## src/rtl/ysyx_24100006_pkg.sv

```systemverilog
// rtl/ysyx_24100006_pkg.sv - shared constants and IFU state encoding
package ysyx_24100006_pkg;

    localparam logic [31:0] RESET_PC  = 32'h8000_0000;
    localparam logic [1:0]  RESP_OKAY = 2'b00;

    typedef enum logic [1:0] {
        S_AR  = 2'd0,
        S_R   = 2'd1,
        S_OUT = 2'd2
    } ifu_state_t;

endpackage

```

## src/rtl/ysyx_24100006_ifu_if.sv

```systemverilog
// rtl/ysyx_24100006_ifu_if.sv - IFU redirect, AXI4-Lite read and IF/ID handshake bundle
interface ysyx_24100006_ifu_if;

    logic        flush_i;
    logic [31:0] redirect_pc_i;

    logic        arvalid_o;
    logic        arready_i;
    logic [31:0] araddr_o;
    logic        rvalid_i;
    logic        rready_o;
    logic [31:0] rdata_i;
    logic [1:0]  rresp_i;

    logic        out_valid;
    logic        out_ready;
    logic [31:0] pc_o;
    logic [31:0] instruction_o;
    logic        fetch_err_o;

    // IFU side
    modport master (
        input  flush_i, redirect_pc_i,
        input  arready_i, rvalid_i, rdata_i, rresp_i,
        input  out_ready,
        output arvalid_o, araddr_o, rready_o,
        output out_valid, pc_o, instruction_o, fetch_err_o
    );

    // Memory, back end and IF/ID side
    modport slave (
        output flush_i, redirect_pc_i,
        output arready_i, rvalid_i, rdata_i, rresp_i,
        output out_ready,
        input  arvalid_o, araddr_o, rready_o,
        input  out_valid, pc_o, instruction_o, fetch_err_o
    );

endinterface

```

## src/rtl/ysyx_24100006_ifu.sv

```systemverilog
// rtl/ysyx_24100006_ifu.sv - instruction fetch unit with redirect and in-flight drop
module ysyx_24100006_ifu
    import ysyx_24100006_pkg::*;
#(
    parameter logic [31:0] RESET_PC_P = RESET_PC
) (
    input  logic              clk,
    input  logic              reset,
    ysyx_24100006_ifu_if.master bus
);

    ifu_state_t  state_q;
    logic [31:0] fetch_pc_q;
    logic [31:0] inst_q;
    logic        err_q;
    logic        drop_q;
    logic [31:0] redir_pc_q;
    logic        arvalid_q;
    logic        rready_q;
    logic        out_valid_q;
    logic [31:0] target;

    // Redirect targets are always word aligned.
    assign target = bus.redirect_pc_i & ~32'h3;

    assign bus.arvalid_o     = arvalid_q;
    assign bus.araddr_o      = fetch_pc_q;
    assign bus.rready_o      = rready_q;
    assign bus.out_valid     = out_valid_q;
    assign bus.pc_o          = fetch_pc_q;
    assign bus.instruction_o = inst_q;
    assign bus.fetch_err_o   = err_q;

    // Fetch FSM; handshake outputs are registered so reset holds them low.
    always_ff @(posedge clk or negedge reset) begin
        if (!reset) begin
            state_q     <= S_AR;
            fetch_pc_q  <= RESET_PC_P;
            inst_q      <= '0;
            err_q       <= 1'b0;
            drop_q      <= 1'b0;
            redir_pc_q  <= '0;
            arvalid_q   <= 1'b0;
            rready_q    <= 1'b0;
            out_valid_q <= 1'b0;
        end else begin
            case (state_q)
                S_AR: begin
                    if (arvalid_q && bus.arready_i) begin
                        arvalid_q <= 1'b0;
                        rready_q  <= 1'b1;
                        state_q   <= S_R;
                    end else begin
                        arvalid_q <= 1'b1;
                    end
                    // The address already on the bus stays put; only remember the target.
                    if (bus.flush_i) begin
                        drop_q     <= 1'b1;
                        redir_pc_q <= target;
                    end
                end
                S_R: begin
                    if (rready_q && bus.rvalid_i) begin
                        rready_q <= 1'b0;
                        if (drop_q || bus.flush_i) begin
                            // A same-cycle flush is the newest redirect and wins.
                            fetch_pc_q <= bus.flush_i ? target : redir_pc_q;
                            drop_q     <= 1'b0;
                            arvalid_q  <= 1'b1;
                            state_q    <= S_AR;
                        end else begin
                            inst_q      <= bus.rdata_i;
                            err_q       <= (bus.rresp_i != RESP_OKAY);
                            out_valid_q <= 1'b1;
                            state_q     <= S_OUT;
                        end
                    end else if (bus.flush_i) begin
                        drop_q     <= 1'b1;
                        redir_pc_q <= target;
                    end
                end
                S_OUT: begin
                    // IF/ID flushes alongside us, so the redirect beats the handshake.
                    if (bus.flush_i) begin
                        fetch_pc_q  <= target;
                        out_valid_q <= 1'b0;
                        arvalid_q   <= 1'b1;
                        state_q     <= S_AR;
                    end else if (out_valid_q && bus.out_ready) begin
                        fetch_pc_q  <= fetch_pc_q + 32'd4;
                        out_valid_q <= 1'b0;
                        arvalid_q   <= 1'b1;
                        state_q     <= S_AR;
                    end
                end
                default: begin
                    state_q <= S_AR;
                end
            endcase
        end
    end

endmodule

```

## src/flat_wrapper.sv

```systemverilog
// flat-port wrapper written by rule: the top's interface ports become plain ports
module ysyx_24100006_ifu_flat import ysyx_24100006_pkg::*;
#(
    parameter logic [31:0] RESET_PC_P = RESET_PC
)
  (clk, reset, bus_flush_i, bus_redirect_pc_i, bus_arready_i, bus_rvalid_i, bus_rdata_i, bus_rresp_i, bus_out_ready, bus_arvalid_o, bus_araddr_o, bus_rready_o, bus_out_valid, bus_pc_o, bus_instruction_o, bus_fetch_err_o);
  ysyx_24100006_ifu_if bus_i ();
  input  logic clk;
  input  logic reset;
  input wire logic [$bits(bus_i.flush_i)-1:0] bus_flush_i;
  input wire logic [$bits(bus_i.redirect_pc_i)-1:0] bus_redirect_pc_i;
  input wire logic [$bits(bus_i.arready_i)-1:0] bus_arready_i;
  input wire logic [$bits(bus_i.rvalid_i)-1:0] bus_rvalid_i;
  input wire logic [$bits(bus_i.rdata_i)-1:0] bus_rdata_i;
  input wire logic [$bits(bus_i.rresp_i)-1:0] bus_rresp_i;
  input wire logic [$bits(bus_i.out_ready)-1:0] bus_out_ready;
  output wire logic [$bits(bus_i.arvalid_o)-1:0] bus_arvalid_o;
  output wire logic [$bits(bus_i.araddr_o)-1:0] bus_araddr_o;
  output wire logic [$bits(bus_i.rready_o)-1:0] bus_rready_o;
  output wire logic [$bits(bus_i.out_valid)-1:0] bus_out_valid;
  output wire logic [$bits(bus_i.pc_o)-1:0] bus_pc_o;
  output wire logic [$bits(bus_i.instruction_o)-1:0] bus_instruction_o;
  output wire logic [$bits(bus_i.fetch_err_o)-1:0] bus_fetch_err_o;
  assign bus_i.flush_i = bus_flush_i;
  assign bus_i.redirect_pc_i = bus_redirect_pc_i;
  assign bus_i.arready_i = bus_arready_i;
  assign bus_i.rvalid_i = bus_rvalid_i;
  assign bus_i.rdata_i = bus_rdata_i;
  assign bus_i.rresp_i = bus_rresp_i;
  assign bus_i.out_ready = bus_out_ready;
  assign bus_arvalid_o = bus_i.arvalid_o;
  assign bus_araddr_o = bus_i.araddr_o;
  assign bus_rready_o = bus_i.rready_o;
  assign bus_out_valid = bus_i.out_valid;
  assign bus_pc_o = bus_i.pc_o;
  assign bus_instruction_o = bus_i.instruction_o;
  assign bus_fetch_err_o = bus_i.fetch_err_o;
  ysyx_24100006_ifu #(.RESET_PC_P(RESET_PC_P)) u_core (.clk(clk), .reset(reset), .bus(bus_i));
endmodule
```

## config.mk

```make
export PLATFORM = sky130hd
export DESIGN_NAME = ysyx_24100006_ifu_flat
export DESIGN_NICKNAME = d
export VERILOG_FILES = /design/src/rtl/ysyx_24100006_pkg.sv /design/src/rtl/ysyx_24100006_ifu_if.sv /design/src/rtl/ysyx_24100006_ifu.sv /design/src/flat_wrapper.sv
export SDC_FILE = /design/constraint.sdc
export NUM_CORES = 1
export LEC_CHECK = 0
export BUFFER_PORTS_ARGS = -buffer_cell sky130_fd_sc_hd__buf_4
export CORE_MARGIN = 2
export CORE_UTILIZATION = 51
export CTS_CLUSTER_DIAMETER = 50
export CTS_CLUSTER_SIZE = 20
export DETAILED_ROUTE_END_ITERATION = 8
export GPL_ROUTABILITY_DRIVEN = 0
export PLACE_DENSITY = 0.8
export REMOVE_ABC_BUFFERS = 1
export SLEW_MARGIN = 25
export SYNTH_ARGS = -nofsm -noshare
export SYNTH_HDL_FRONTEND = slang
export SYNTH_SLANG_ARGS = --single-unit
```

## constraint.sdc

```tcl
create_clock -name clk -period 2.25 [get_ports clk]
set_input_delay 0 -clock clk [delete_from_list [all_inputs] [get_ports clk]]
set_output_delay 0 -clock clk [all_outputs]
set_load 0.05 [all_outputs]
```

==> Word-level counts from Yosys, hierarchy flattened <==
Cells that the tools add are included.
{ "op_classes": {"div_mod_pow": 0, "n_reduce_logical": 17, "magnitude_cmp": 0, "n_shift": 0, "add_sub_neg": 1, "eq_ne": 9, "mux": 32, "bitwise_logic": 1, "multipliers": 0} }
{ "op_table": {"columns": ["operator", "n"], "rows": [
  ["32-bit 2-to-1 mux", 6],
  ["32-bit one-hot mux with 2 select lines", 2],
  ["32-bit by 3-bit adder with 32-bit output (second input constant)", 1],
  ["1-bit 2-to-1 mux", 14],
  ["4-bit AND reduction", 3],
  ["2-bit 2-to-1 mux", 5],
  ["3-bit AND reduction", 3],
  ["2-bit by 1-bit != test with 1-bit output (second input constant)", 3],
  ["1-bit one-hot mux with 2 select lines", 3],
  ["2-bit one-hot mux with 3 select lines", 1],
  ["2-bit nonzero test", 3],
  ["2-bit != test (second input constant)", 2],
  ["2-bit AND reduction", 2],
  ["1-bit logical AND", 3],
  ["3-bit by 2-bit != test with 1-bit output (second input constant)", 1],
  ["3-bit != test (second input constant)", 1],
  ["1-bit one-hot mux with 3 select lines", 1],
  ["3-bit nonzero test", 1],
  ["2-bit by 1-bit == test with 1-bit output (second input constant)", 1],
  ["2-bit == test (second input constant)", 1],
  ["2-bit zero test", 1],
  ["1-bit logical OR", 1],
  ["1-bit NOT", 1]
]} }
{ "totals": {"output_inout_bits": 100, "romBits": 0, "n_memories": 0, "regBits": 103, "elab_cells": 69, "mem_bits_rw": 0, "latch_bits": 0} }

==> Logic depth before layout (Yosys ltp) <==
{ "depth": {"depth_word": 4, "ltp_mapped": 10, "mapped_depth_nobuf": 7} }

==> Worst setup path before layout <==
No wires, ideal clock.
{ "synth_timing": {"path_type": "register to register", "startpoint": "reg u_core.fetch_pc_q[2] (netlist: u_core.bus.araddr_o[2])", "endpoint": "reg u_core.fetch_pc_q[28] (netlist: u_core.bus.araddr_o[28])", "setup_ns": 0.132, "path_stages_with_launch": 7, "setup_slack_ns": 0.017, "path_buffers": 0, "t_arrival_ns": 2.101, "required_ns": 2.118, "path_cell_list": "dfrtp_1 > ha_1 > and3_1 > nand4_2 > nor4_4 > a31oi_1 > or3b_1"} }
{ "synth_via": {"elab_chain_cells": 4} }
{ "synth_lines": {"columns": ["element", "line", "text"], "rows": [
  ["start: declaration", "ysyx_24100006_ifu.sv:13", "logic [31:0] fetch_pc_q;"],
  ["start signal: assignment", "ysyx_24100006_ifu.sv:67", "fetch_pc_q <= bus.flush_i ? target : redir_pc_q;"],
  ["start signal: assignment", "ysyx_24100006_ifu.sv:85", "fetch_pc_q <= target;"],
  ["start signal: assignment", "ysyx_24100006_ifu.sv:90", "fetch_pc_q <= fetch_pc_q + 32'd4;"],
  ["32-bit by 3-bit adder with 32-bit output", "ysyx_24100006_ifu.sv:90", null],
  ["32-bit 2-to-1 mux", "ysyx_24100006_ifu.sv:89", "end else if (out_valid_q && bus.out_ready) begin"],
  ["32-bit 2-to-1 mux", "ysyx_24100006_ifu.sv:84", "if (bus.flush_i) begin"],
  ["32-bit one-hot mux with 2 select lines", "ysyx_24100006_ifu.sv:47", "case (state_q)"]
]} }
No other way between the ends. The select of a mux whose other input is x is not followed.
A chain may end at the register's enable or synchronous reset.

==> Final worst setup path <==
{ "layout_timing": {"startpoint": "reg u_core.state_q[1]", "endpoint": "reg u_core.fetch_pc_q[28] (netlist: u_core.bus.araddr_o[28])"} }
{ "layout_via": {"elab_chain_cells": 3, "elab_cells_between_ends": 8, "cone_classes": "eq/ne: 5; mux: 1; reduce/logical: 2"} }
{ "layout_lines": {"columns": ["element", "line", "text"], "rows": [
  ["start: declaration", "ysyx_24100006_ifu.sv:12", "ifu_state_t state_q;"],
  ["start signal: assignment", "ysyx_24100006_ifu.sv:37", "state_q <= S_AR;"],
  ["start signal: assignment", "ysyx_24100006_ifu.sv:52", "state_q <= S_R;"],
  ["start signal: assignment", "ysyx_24100006_ifu.sv:70", "state_q <= S_AR;"],
  ["2-bit == test or 2-bit by 1-bit == test with 1-bit output (tied branches)", "ysyx_24100006_ifu.sv:47", null],
  ["3-bit by 2-bit != test with 1-bit output (no line), or another cell as far along", null, null],
  ["4-bit AND reduction (no line)", null, null]
]} }
Several ways; a longest one is shown, not always the timed one.

==> flow_metrics.tcl <==
set metrics [dict create \
    avgViaCountPerCell 5.689 \
    fp-row-count 37 \
    cp-startpoint "u_core.state_q[1]" \
    n_antenna_cell 0 \
    cts_buffers 9 \
    worstReg2RegStart "u_core.state_q[1]" \
    cts-root-buf "clkbuf_8" \
    portBuffers 169 \
    die_h_um 106.1 \
    synthFlopType "dfrtp_1" \
    yosys.area_share.simple_pct 12.02 \
    fin_crit_ns 2.146 \
    gr-usage-all-layers_pct 28.40 \
    yosysWarnings 0 \
    holdCritPathClass "in2reg" \
    grt_overflow 0 \
    reg2reg_depth 7 \
    rsz0062_at_grt "false" \
    arrival_ns 2.40 \
    cts_tree "built" \
    power_mw 12.03 \
    post_dp_cell_area_um2 6603 \
    wl_per_cell_um 18.08 \
    drt_iter0_markers 301 \
    grt_pass1_vias 5015 \
    htreeDepth 3 \
    slew-limit-headroom_pct 66.07 \
    netlist.area_leader.share_pct 47.97 \
    cts.sink_count 103 \
    setup_viol 0 \
    drive_gt1_share_pct 40.37 \
    crit_path_end "u_core.bus.araddr_o[28]" \
    firstDrtPassIters 5 \
    synthMuxAreaShare_pct 13.31 \
    synth_area_um2 5321 \
    synth_adder_area_share_pct 1.176 \
    vias 4819 \
    route.detailed.drc 0 \
    core_um2 10230 \
    synth-xor-area-share_pct 0 \
    fin_crit_sh_pct 95.36 \
    path_clk_slew_ns 0.09 \
    hpwl_mm 10.01 \
    required_ns 2.50 \
    die_x_um 106.1 \
    vdd_drop_max_mv 1.332 \
    synth_area_leaders "dfrtp_1 48%, mux2_2 13%, o21ai_0 4.7%" \
    hold_viol_final 0 \
    grt_pass1_wl_mm 25.25 \
    fmax_ghz 0.4661 \
    r2r_slack_ns 0.10 \
    synth_compound_area_share_pct 17.66 \
    startpoint_type "register" \
    antenna_found_initial 0 \
    finalClockSkew_ns 0.008531 \
    clockBufferDepth 2 \
    final_area_um2 7532 \
    status "complete, no violations" \
    synth_edf_count 0 \
    drtAntennaViolNets 0 \
    grt_max_degree 43 \
    hp-start "bus_flush_i" \
    yosysUniqueCellTypes 56 \
    die_area_um2 11270 \
    synth_top_family_by_area "compound AO/OA/AOI/OAI gates" \
    end_kind "register" \
    final_nets 783 \
    ys_seq_area_share_pct 48.46 \
    yosysTopAreaCell "dfrtp_1" \
    start_util_pct 52.01 \
    synthCells 497 \
    clk_latency_ns 0.37 \
    syn2layout_area_growth_pct 41.55 \
    async_flop_share_pct 100.0 \
    final_core_util_pct 73.62 \
    crit_type "reg2reg" \
    p_leak_nw 3.473 \
    tns_ns 0 \
    r2r-end "u_core.bus.araddr_o[28]" \
    layout_commonest_cell "buf_4" \
    wl_mm 15.31 \
    avgSynthCellArea_um2 10.71 \
    ys_ff_latch 103 \
    layout_common_cells "188 x buf_4, 102 x dfrtp_1, 67 x dlygate4sd3_1, 62 x mux2_2, 50 x o21ai_0" \
    cts_setup_buffers 0 \
    tightest_slew_ns 0.5090 \
    maxCapViolations 0 \
    drv_slew 0 \
    p_per_area_nw_per_um2 1597 \
    hold_depth 3 \
    path_max_fanout 7 \
    io_pins 172 \
]
[state kept, by name, indices dropped and copies added (netlist names), 2 cells and up]
| name | flops |
|---|---|
| u_core.bus.araddr_o | 32 |
| u_core.bus.instruction_o | 32 |
| u_core.redir_pc_q | 32 |
| u_core.state_q | 2 |
[cell families after synthesis]
logic type / after synthesis
AOI/OAI and AO/OA: 144
adders and majority gates: 5
buffers and inverters: 68
DFF: 103
muxes: 63
and+or+nand+nor: 114
[power breakdown]
group | internal [mW] | switching (mW)
registers | 2.72 | 0.882
clock network | 0.800 | 0.649
logic | 2.42 | 4.55
[per-layer routing]
metal / GRT usage [%] / vias up / routed length (um)
met4: 10.62 / 0 / 341
li1: - / 2225 / -
met1: 35.25 / 2342 / 6235
met2: 48.86 / 223 / 7658
met5: 0 / - / 0
met3: 5.886 / 29 / 1078
[what timing repair did]
action | CTS | global route
endpoints found under the hold margin | 119 | 0
resized for setup | 0 | 1
hold buffers | 67 | 0
endpoints found under the setup margin | 0 | 1
[worst max-delay path, stage by stage (launching register included)]
cell	delay, ns
dfrtp_1	0.41
inv_1	0.10
ha_1	0.24
or3b_2	0.49
o2111ai_2	0.22
nor3_1	0.11
nand4_1	0.12
or3b_1	0.35
[cell usage after synthesis (3+ instances only)]
| cell | instances |
|---|---|
| nand3_1 | 12 |
| buf_2 | 13 |
| ha_1 | 5 |
| mux2_2 | 62 |
| nor3_1 | 9 |
| o2bb2ai_1 | 7 |
| a222oi_1 | 3 |
| and3_1 | 9 |
| a22oi_1 | 13 |
| nand2_1 | 26 |
| nor2b_1 | 3 |
| o21ai_0 | 50 |
| o31ai_1 | 5 |
| and2_1 | 3 |
| a22o_1 | 8 |
| nor2_1 | 27 |
| o31a_1 | 5 |
| nand4_1 | 6 |
| inv_1 | 8 |
| buf_4 | 32 |
| a31oi_1 | 9 |
| a21oi_1 | 24 |
| and4_1 | 3 |
| a221oi_1 | 3 |
| dfrtp_1 | 102 |
| clkbuf_1 | 13 |
[worst min path at each step]
stage	to	slack, ns
3_5_place_dp	u_core.bus.instruction_o[5]	0.01
6_report	u_core.bus.araddr_o[2]	0.11
5_1_grt	u_core.bus.araddr_o[2]	0.16
3_3_place_gp	u_core.bus.instruction_o[26]	0.001
2_1_floorplan	u_core.bus.araddr_o[0]	-0.30
4_1_cts	u_core.bus.araddr_o[2]	0.09
[stage by stage]
| stage | hold WS (ns) | instances | worst slack, ns |
|---|---|---|---|
| detailed placement | 0.01009 | 764 | 0.1578 |
| global placement | 0.001464 | 764 | 0.1942 |
| floorplan | -0.2956 | 437 | -0.7937 |
| finish | 0.1091 | 847 | 0.1044 |
| CTS | 0.09298 | 847 | 0.1043 |
| global route | 0.1616 | 847 | 0.008108 |
[final cells by class]
type	instances	area [um2]
clock buffer	11	151.4
clock inverter	5	103.9
fill	683	2699
inverter	8	30.03
multi-input combinational	326	2365
sequential	103	2579
tap	136	170.2
timing repair buffer	258	2133
No activity file was read; power rests on OpenSTA's default activity.
